## src/rtl/alu_op_pkg.sv

```systemverilog
// Shared types and constants for the EX-stage ALU operation controller:
// operation codes (base + RV32M), controller states, ALUOp and Funct7 encodings.
package alu_op_pkg;

  localparam logic [1:0] ALUOP_MEM = 2'b00;
  localparam logic [1:0] ALUOP_BR  = 2'b01;
  localparam logic [1:0] ALUOP_RI  = 2'b10;
  localparam logic [1:0] ALUOP_JL  = 2'b11;

  localparam logic [6:0] F7_BASE   = 7'b0000000;
  localparam logic [6:0] F7_ALT    = 7'b0100000;
  localparam logic [6:0] F7_MULDIV = 7'b0000001;

  typedef enum logic [4:0] {
    OP_AND    = 5'b00000,
    OP_OR     = 5'b00001,
    OP_ADD    = 5'b00010,
    OP_SUB    = 5'b00011,
    OP_SLL    = 5'b00100,
    OP_SRL    = 5'b00101,
    OP_SRA    = 5'b00111,
    OP_BEQ    = 5'b01000,
    OP_XOR    = 5'b01001,
    OP_SLT    = 5'b01100,
    OP_SLTU   = 5'b01101,
    OP_MUL    = 5'b10000,
    OP_MULH   = 5'b10001,
    OP_MULHSU = 5'b10010,
    OP_MULHU  = 5'b10011,
    OP_DIV    = 5'b10100,
    OP_DIVU   = 5'b10101,
    OP_REM    = 5'b10110,
    OP_REMU   = 5'b10111
  } op_e;

  typedef enum logic [1:0] {
    ST_IDLE,
    ST_MUL_WAIT,
    ST_DIV_WAIT,
    ST_DONE
  } state_e;

  // Funct3 -> base op; is_sub/is_sra select the alternate encodings of 000/101.
  function automatic op_e base_op(input logic [2:0] f3, input logic is_sub, input logic is_sra);
    op_e op;
    case (f3)
      3'b000:  op = is_sub ? OP_SUB : OP_ADD;
      3'b001:  op = OP_SLL;
      3'b010:  op = OP_SLT;
      3'b011:  op = OP_SLTU;
      3'b100:  op = OP_XOR;
      3'b101:  op = is_sra ? OP_SRA : OP_SRL;
      3'b110:  op = OP_OR;
      default: op = OP_AND;
    endcase
    return op;
  endfunction

endpackage

```

## src/rtl/alu_op_decode.sv

```systemverilog
// Pure combinational ALUOp/Funct7/Funct3 decode into an operation code plus
// mul/div class and illegal flags. M decode exists only when RV32M_EN is defined.
module alu_op_decode
  import alu_op_pkg::*;
#(
  parameter int OP_W = 5
) (
  input  logic [1:0]      alu_op_i,
  input  logic [6:0]      funct7_i,
  input  logic [2:0]      funct3_i,
  input  logic            is_rtype_i,
  output logic [OP_W-1:0] op_o,
  output logic            is_mul_o,
  output logic            is_div_o,
  output logic            illegal_o
);

  op_e  op;
  logic f7_base;
  logic f7_alt;
  logic f7_md;
  logic is_shift;

  assign f7_base  = (funct7_i == F7_BASE);
  assign f7_alt   = (funct7_i == F7_ALT);
  assign f7_md    = (funct7_i == F7_MULDIV);
  assign is_shift = (funct3_i[1:0] == 2'b01);

  always_comb begin
    op        = OP_ADD;
    is_mul_o  = 1'b0;
    is_div_o  = 1'b0;
    illegal_o = 1'b0;
    case (alu_op_i)
      ALUOP_MEM, ALUOP_JL: op = OP_ADD;
      ALUOP_BR:            op = OP_BEQ;
      default: begin
        if (is_rtype_i) begin
          if (f7_base || f7_alt) begin
            op = base_op(funct3_i, f7_alt && (funct3_i == 3'b000),
                         f7_alt && (funct3_i == 3'b101));
          end else if (f7_md) begin
`ifdef RV32M_EN
            op       = op_e'({2'b10, funct3_i});
            is_mul_o = ~funct3_i[2];
            is_div_o = funct3_i[2];
`else
            illegal_o = 1'b1;
`endif
          end else begin
            illegal_o = 1'b1;
          end
        end else if (is_shift && !(f7_base || f7_alt)) begin
          illegal_o = 1'b1;
        end else begin
          // Immediate forms never produce SUB: ADDI ignores its upper bits.
          op = base_op(funct3_i, 1'b0, (funct3_i == 3'b101) && f7_alt);
        end
      end
    endcase
  end

  assign op_o = OP_W'(op);

endmodule

```

## src/rtl/alu_op_ctrl.sv

```systemverilog
// Registered ALU op controller: decodes the EX instruction and sequences RV32M
// mul/div through a start/done handshake with pipeline stall. Feature macro: RV32M_EN.
module alu_op_ctrl
  import alu_op_pkg::*;
#(
  parameter int OP_W        = 5,
  parameter int MUL_CYCLES  = 3,
  parameter int DIV_TIMEOUT = 64
) (
  input  logic            clk,
  input  logic            rst_n,
  input  logic            valid_i,
  input  logic            flush_i,
  input  logic [1:0]      ALUOp,
  input  logic [6:0]      Funct7,
  input  logic [2:0]      Funct3,
  input  logic            is_rtype_i,
  output logic [OP_W-1:0] op_o,
  output logic            op_valid_o,
  output logic            stall_o,
  output logic            md_start_o,
  input  logic            md_done_i,
  output logic            illegal_o,
  output logic            timeout_o
);

  logic [OP_W-1:0] dec_op;
  logic            dec_mul;
  logic            dec_div;
  logic            dec_illegal;

  logic [OP_W-1:0] op_q;
  logic            op_valid_q;
  logic            illegal_q;

  alu_op_decode #(.OP_W(OP_W)) u_decode (
    .alu_op_i   (ALUOp),
    .funct7_i   (Funct7),
    .funct3_i   (Funct3),
    .is_rtype_i (is_rtype_i),
    .op_o       (dec_op),
    .is_mul_o   (dec_mul),
    .is_div_o   (dec_div),
    .illegal_o  (dec_illegal)
  );

  assign op_o       = op_q;
  assign op_valid_o = op_valid_q;
  assign illegal_o  = illegal_q;

`ifdef RV32M_EN
  localparam int              DIV_CW   = (DIV_TIMEOUT > 2) ? $clog2(DIV_TIMEOUT) : 1;
  localparam logic [3:0]      MUL_LOAD = 4'(MUL_CYCLES - 1);
  localparam logic [DIV_CW-1:0] DIV_LAST = DIV_CW'(DIV_TIMEOUT - 1);

  state_e            state_q;
  logic [3:0]        mul_cnt_q;
  logic [DIV_CW-1:0] div_cnt_q;
  logic              stall_q;
  logic              md_start_q;
  logic              timeout_q;

  always_ff @(posedge clk) begin
    if (!rst_n) begin
      state_q    <= ST_IDLE;
      op_q       <= '0;
      op_valid_q <= 1'b0;
      illegal_q  <= 1'b0;
      stall_q    <= 1'b0;
      md_start_q <= 1'b0;
      timeout_q  <= 1'b0;
      mul_cnt_q  <= '0;
      div_cnt_q  <= '0;
    end else begin
      op_valid_q <= 1'b0;
      illegal_q  <= 1'b0;
      md_start_q <= 1'b0;
      timeout_q  <= 1'b0;
      if (flush_i) begin
        state_q   <= ST_IDLE;
        stall_q   <= 1'b0;
        mul_cnt_q <= '0;
        div_cnt_q <= '0;
      end else begin
        case (state_q)
          ST_IDLE: begin
            if (valid_i) begin
              op_q <= dec_op;
              if (dec_illegal) begin
                illegal_q <= 1'b1;
              end else if (dec_mul) begin
                state_q    <= ST_MUL_WAIT;
                md_start_q <= 1'b1;
                stall_q    <= 1'b1;
                mul_cnt_q  <= MUL_LOAD;
              end else if (dec_div) begin
                state_q    <= ST_DIV_WAIT;
                md_start_q <= 1'b1;
                stall_q    <= 1'b1;
                div_cnt_q  <= '0;
              end else begin
                op_valid_q <= 1'b1;
              end
            end
          end
          ST_MUL_WAIT: begin
            if (mul_cnt_q == 4'd0) begin
              state_q    <= ST_DONE;
              op_valid_q <= 1'b1;
              stall_q    <= 1'b0;
            end else begin
              mul_cnt_q <= mul_cnt_q - 4'd1;
            end
          end
          ST_DIV_WAIT: begin
            // A done arriving on the timeout cycle still completes the op.
            if (md_done_i) begin
              state_q    <= ST_DONE;
              op_valid_q <= 1'b1;
              stall_q    <= 1'b0;
              div_cnt_q  <= '0;
            end else if (div_cnt_q == DIV_LAST) begin
              state_q   <= ST_IDLE;
              timeout_q <= 1'b1;
              stall_q   <= 1'b0;
              div_cnt_q <= '0;
            end else begin
              div_cnt_q <= div_cnt_q + 1'b1;
            end
          end
          default: state_q <= ST_IDLE;
        endcase
      end
    end
  end

  assign stall_o    = stall_q;
  assign md_start_o = md_start_q;
  assign timeout_o  = timeout_q;
`else
  logic unused_cfg;

  always_ff @(posedge clk) begin
    if (!rst_n) begin
      op_q       <= '0;
      op_valid_q <= 1'b0;
      illegal_q  <= 1'b0;
    end else begin
      op_valid_q <= 1'b0;
      illegal_q  <= 1'b0;
      if (valid_i && !flush_i) begin
        op_q       <= dec_op;
        illegal_q  <= dec_illegal;
        op_valid_q <= ~dec_illegal;
      end
    end
  end

  assign stall_o    = 1'b0;
  assign md_start_o = 1'b0;
  assign timeout_o  = 1'b0;
  assign unused_cfg = md_done_i ^ dec_mul ^ dec_div ^ (MUL_CYCLES > 0) ^ (DIV_TIMEOUT > 0);
`endif

endmodule

```

## config.mk

```make
export PLATFORM = sky130hd
export DESIGN_NAME = alu_op_ctrl
export DESIGN_NICKNAME = d
export VERILOG_FILES = /design/src/rtl/alu_op_pkg.sv /design/src/rtl/alu_op_decode.sv /design/src/rtl/alu_op_ctrl.sv
export SDC_FILE = /design/constraint.sdc
export NUM_CORES = 1
export LEC_CHECK = 0
export CAP_MARGIN = 20
export CORE_MARGIN = 2
export CORE_UTILIZATION = 30
export CTS_CLUSTER_DIAMETER = 40
export DETAILED_ROUTE_END_ITERATION = 8
export PLACE_DENSITY = 0.73
export SLEW_MARGIN = 25
export SYNTH_ARGS = -nofsm -noshare
export SYNTH_HDL_FRONTEND = slang
export SYNTH_SLANG_ARGS = --single-unit
```

## constraint.sdc

```tcl
create_clock -name clk -period 2.4 [get_ports clk]
set_clock_uncertainty 0.05 [all_clocks]
set_input_delay 0.6 -clock clk [delete_from_list [all_inputs] [get_ports clk]]
set_output_delay 0.6 -clock clk [all_outputs]
set_load 0.1 [all_outputs]
```

==> summary.txt <==
Power
  – Sequential Power Share: between 30% and 40%
  – Total Power: 322.3 µW
  – Worst vdd ir: around 0.25 mV
  – P_leak: 0.0002857 µW
  – Pint: just over 200 µW
  – Switching power: 119.6 µW
  – Power Dens Cells: approximately 480 nW/µm²
  – Combinational share of power: a little under two fifths
  – Sw Ratio: between 30 and 40%
  – Clock Power Share: around 30%

Yosys
  – Synth cell types: 29
  – Synthesis-stage register bit count: 6
  – Adder and majority gate portion of the synthesized area: 5.698%
  – Compound-Gate Fraction of Synth Area: approximately 28%
  – Post-synthesis sequential area ratio: 27.35%
  – Post-synthesis mux area share: between 2 and 3%
  – Ys Warns: 0
  – Synth Area per Inst: about 8.6 µm²
  – Mapped Cells: a little over 50
  – Post-synthesis cell area: between 400 and 500 µm²
  – Largest family of logic cells by synthesized area: compound AO/OA/AOI/OAI gates
  – Simple-Gate Fraction of Synth Area: between 20% and 30%
  – Post-synthesis xor/xnor area fraction: 0%

Hold path
  – Cells on Worst Hold Path: 2
  – Worst Hold End: op_o[2]
  – Hold Crit Class: flop to flop
  – Hold Path Origin: op_o[2]

Layout
  – Finished Layout Cells: 90
  – Design area: about 670 µm²
  – Diodes inserted: 0
  – Synth-to-Final Area Change: 52.42%
  – Layout cell share with drive strength beyond 1: between 20% and 30%
  – Most common cell after layout, fill and taps aside: clkdlybuf4s50_1
  – # nets final: between 90 and 100
  – Commonest non-fill, non-tap cells in the layout: 16 x clkdlybuf4s50_1, 7 x buf_4, 6 x dfxtp_1

Timing
  – Slew Viols, Final: 0
  – Period minus WS final: 2136 ps
  – Unrepaired setup endpoints after global routing: no
  – Final Hold Vio Count: 0
  – Worst Hold Slack: 410.3 ps
  – Final worst slack: between 200 and 300 ps
  – Final period util: roughly 89%
  – Top achievable clock speed: between 400 and 500 MHz
  – Setup violators final: 0

Floorplanning
  – Width of the die: roughly 42 µm
  – Row count: 13
  – Initial core utilization: between 30 and 40%
  – Die area: between 1500 and 2000 µm²
  – IO Pins: 28
  – Core area: 1334 µm²
  – DIE HEIGHT: roughly 42 µm

Clocking
  – CTS Root Cell: clkbuf_4
  – TritonCTS buffer count: 3
  – Reg clk slew, reported paths: 50 ps
  – CTS tree: built
  – Clock sink total: 6
  – Setup Fix Bufs, Post-CTS: 0
  – Latest clock arrival within the worst-skew pair: around 240 ps
  – Max clock buf depth: 2
  – CTS resizes: 0
  – CTS H-tree depth: 1
  – Post-CTS Hold Fix Bufs: 0

Worst setup path
  – R2R depth: 3
  – Crit path arrival time: about 2200 ps
  – CP Data Required Time: between 2000 and 3000 ps
  – Startpoint types: input port
  – Crit path max fanout: 3
  – CP endpoint kind: flop
  – Reg-to-reg critical path endpoint: op_o[1]
  – R2r setup slk: 1570 ps
  – Reg2reg start: op_o[1]
  – Crit Path Category: input port to flop

Global routing
  – Gr ovfl total: 0
  – Antenna violations before repair: 0
  – Largest net degree at the start of global routing: 9
  – Vias in the first global route: around 450
  – All-Layer GR Usage: between 10% and 20%
  – First-pass GRT wire length: between 1.5 and 2 mm

Route
  – Vias/cell: 4.933
  – DRT iter0 DRCs: 3
  – Vias: 444
  – Drt drc: 0
  – WL final: about 980 µm
  – TritonRoute pass-1 iters: 2
  – Routed len/inst: 10.83 µm
  – Post-route ant nets: 0

Placement
  – Cell total after placement: 87
  – Routability congestion estimate: around 0.79
  – HPWL Detailed: 834 µm
  – DP Worst Slack: -2.289 ps
  – Number of port buffers: 22
  – Placed Instance Area: around 650 µm²

Job
  – Max-Cap Viols: 0

Run status
  – Status: finished, final reports clean
registers in the layout, summed over array words and instances, names as in the netlist:
signal and count:
op_o 4, illegal_o 1, op_valid_o 1
critical path, stage by stage:
cell and delay, ps:
clkdlybuf4s50_1 410, or4_4 560, o32ai_4 270, nand2_2 80, o41ai_2 310
layer usage:
layer | share of wire [%] | GRT usage, % | vias to the layer above
li1 | - | - | 230
met2 | 49 | 23.08 | 17
met4 | 1.3 | 5.625 | 0
met1 | 42 | 13.73 | 195
met3 | 7.8 | 4.310 | 2
met5 | 0 | 0 | -
synthesized netlist by cell type (all sizes together):
library cell	instances	area share, %
a211oi	1	1.7
a21boi	1	1.7
a21o	1	1.7
a21oi	3	3.4
a31oi	1	1.4
a41oi	1	2.0
and3	2	2.8
buf	5	8.0
conb	1	0.85
dfxtp	6	27
ha	2	5.7
inv	3	2.6
mux2	1	2.6
nand2	5	4.8
nand2b	2	2.8
nand3	3	3.4
nand3b	1	1.7
nor2	3	2.6
nor2b	1	1.4
nor3	1	1.1
nor4	1	1.4
o311a	1	2.3
o31ai	1	1.7
o32a	1	2.3
o32ai	1	6.3
o41ai	1	3.7
or4	1	2.6
power groups by stage:
stage / Sequential (µW) / Clock, µW / Combinational, µW
after floorplan: 131 / 0 / 58.4
after global placement: 106 / 0 / 122
after detailed placement: 107 / 0 / 123
after CTS: 105 / 98.3 / 124
after global routing: 105 / 109 / 131
final: 104 / 94.9 / 123
metrics by stage:
stage,setup TNS (ps),util [%]
after floorplan,0,-
after global placement,0,48.50
after detailed placement,-2.289,48.50
after CTS,0,50.19
after global routing,0,50.19
final,0,50.19
worst max path at each step:
stage               from  endpoint  slack, ps  depth (start not counted)
2_1_floorplan  Funct7[1]   op_o[0]        470                          4
3_3_place_gp   Funct7[1]   op_o[0]         20                          5
3_5_place_dp   Funct7[1]   op_o[0]         -2                          5
4_1_cts        Funct7[1]   op_o[0]        250                          5
5_1_grt        Funct7[1]   op_o[0]        160                          5
6_report       Funct7[1]   op_o[0]        260                          5
cells by family after synthesis:
group | Yosys count
and+or+nand+nor | 20
AOI/OAI and AO/OA | 13
buffers and inverters | 8
DFF | 6
adders and majority gates | 2
muxes | 1
other | 1
layout make-up:
type	count	area (µm²)
Fill cell	140	664.4
Multi-Input combinational cell	40	284.0
Timing Repair Buffer	23	212.7
Sequential cell	6	120.1
Clock buffer	3	22.52
Tap cell	15	18.77
Inverter	3	11.26
Power figures use the tool's default switching activity.
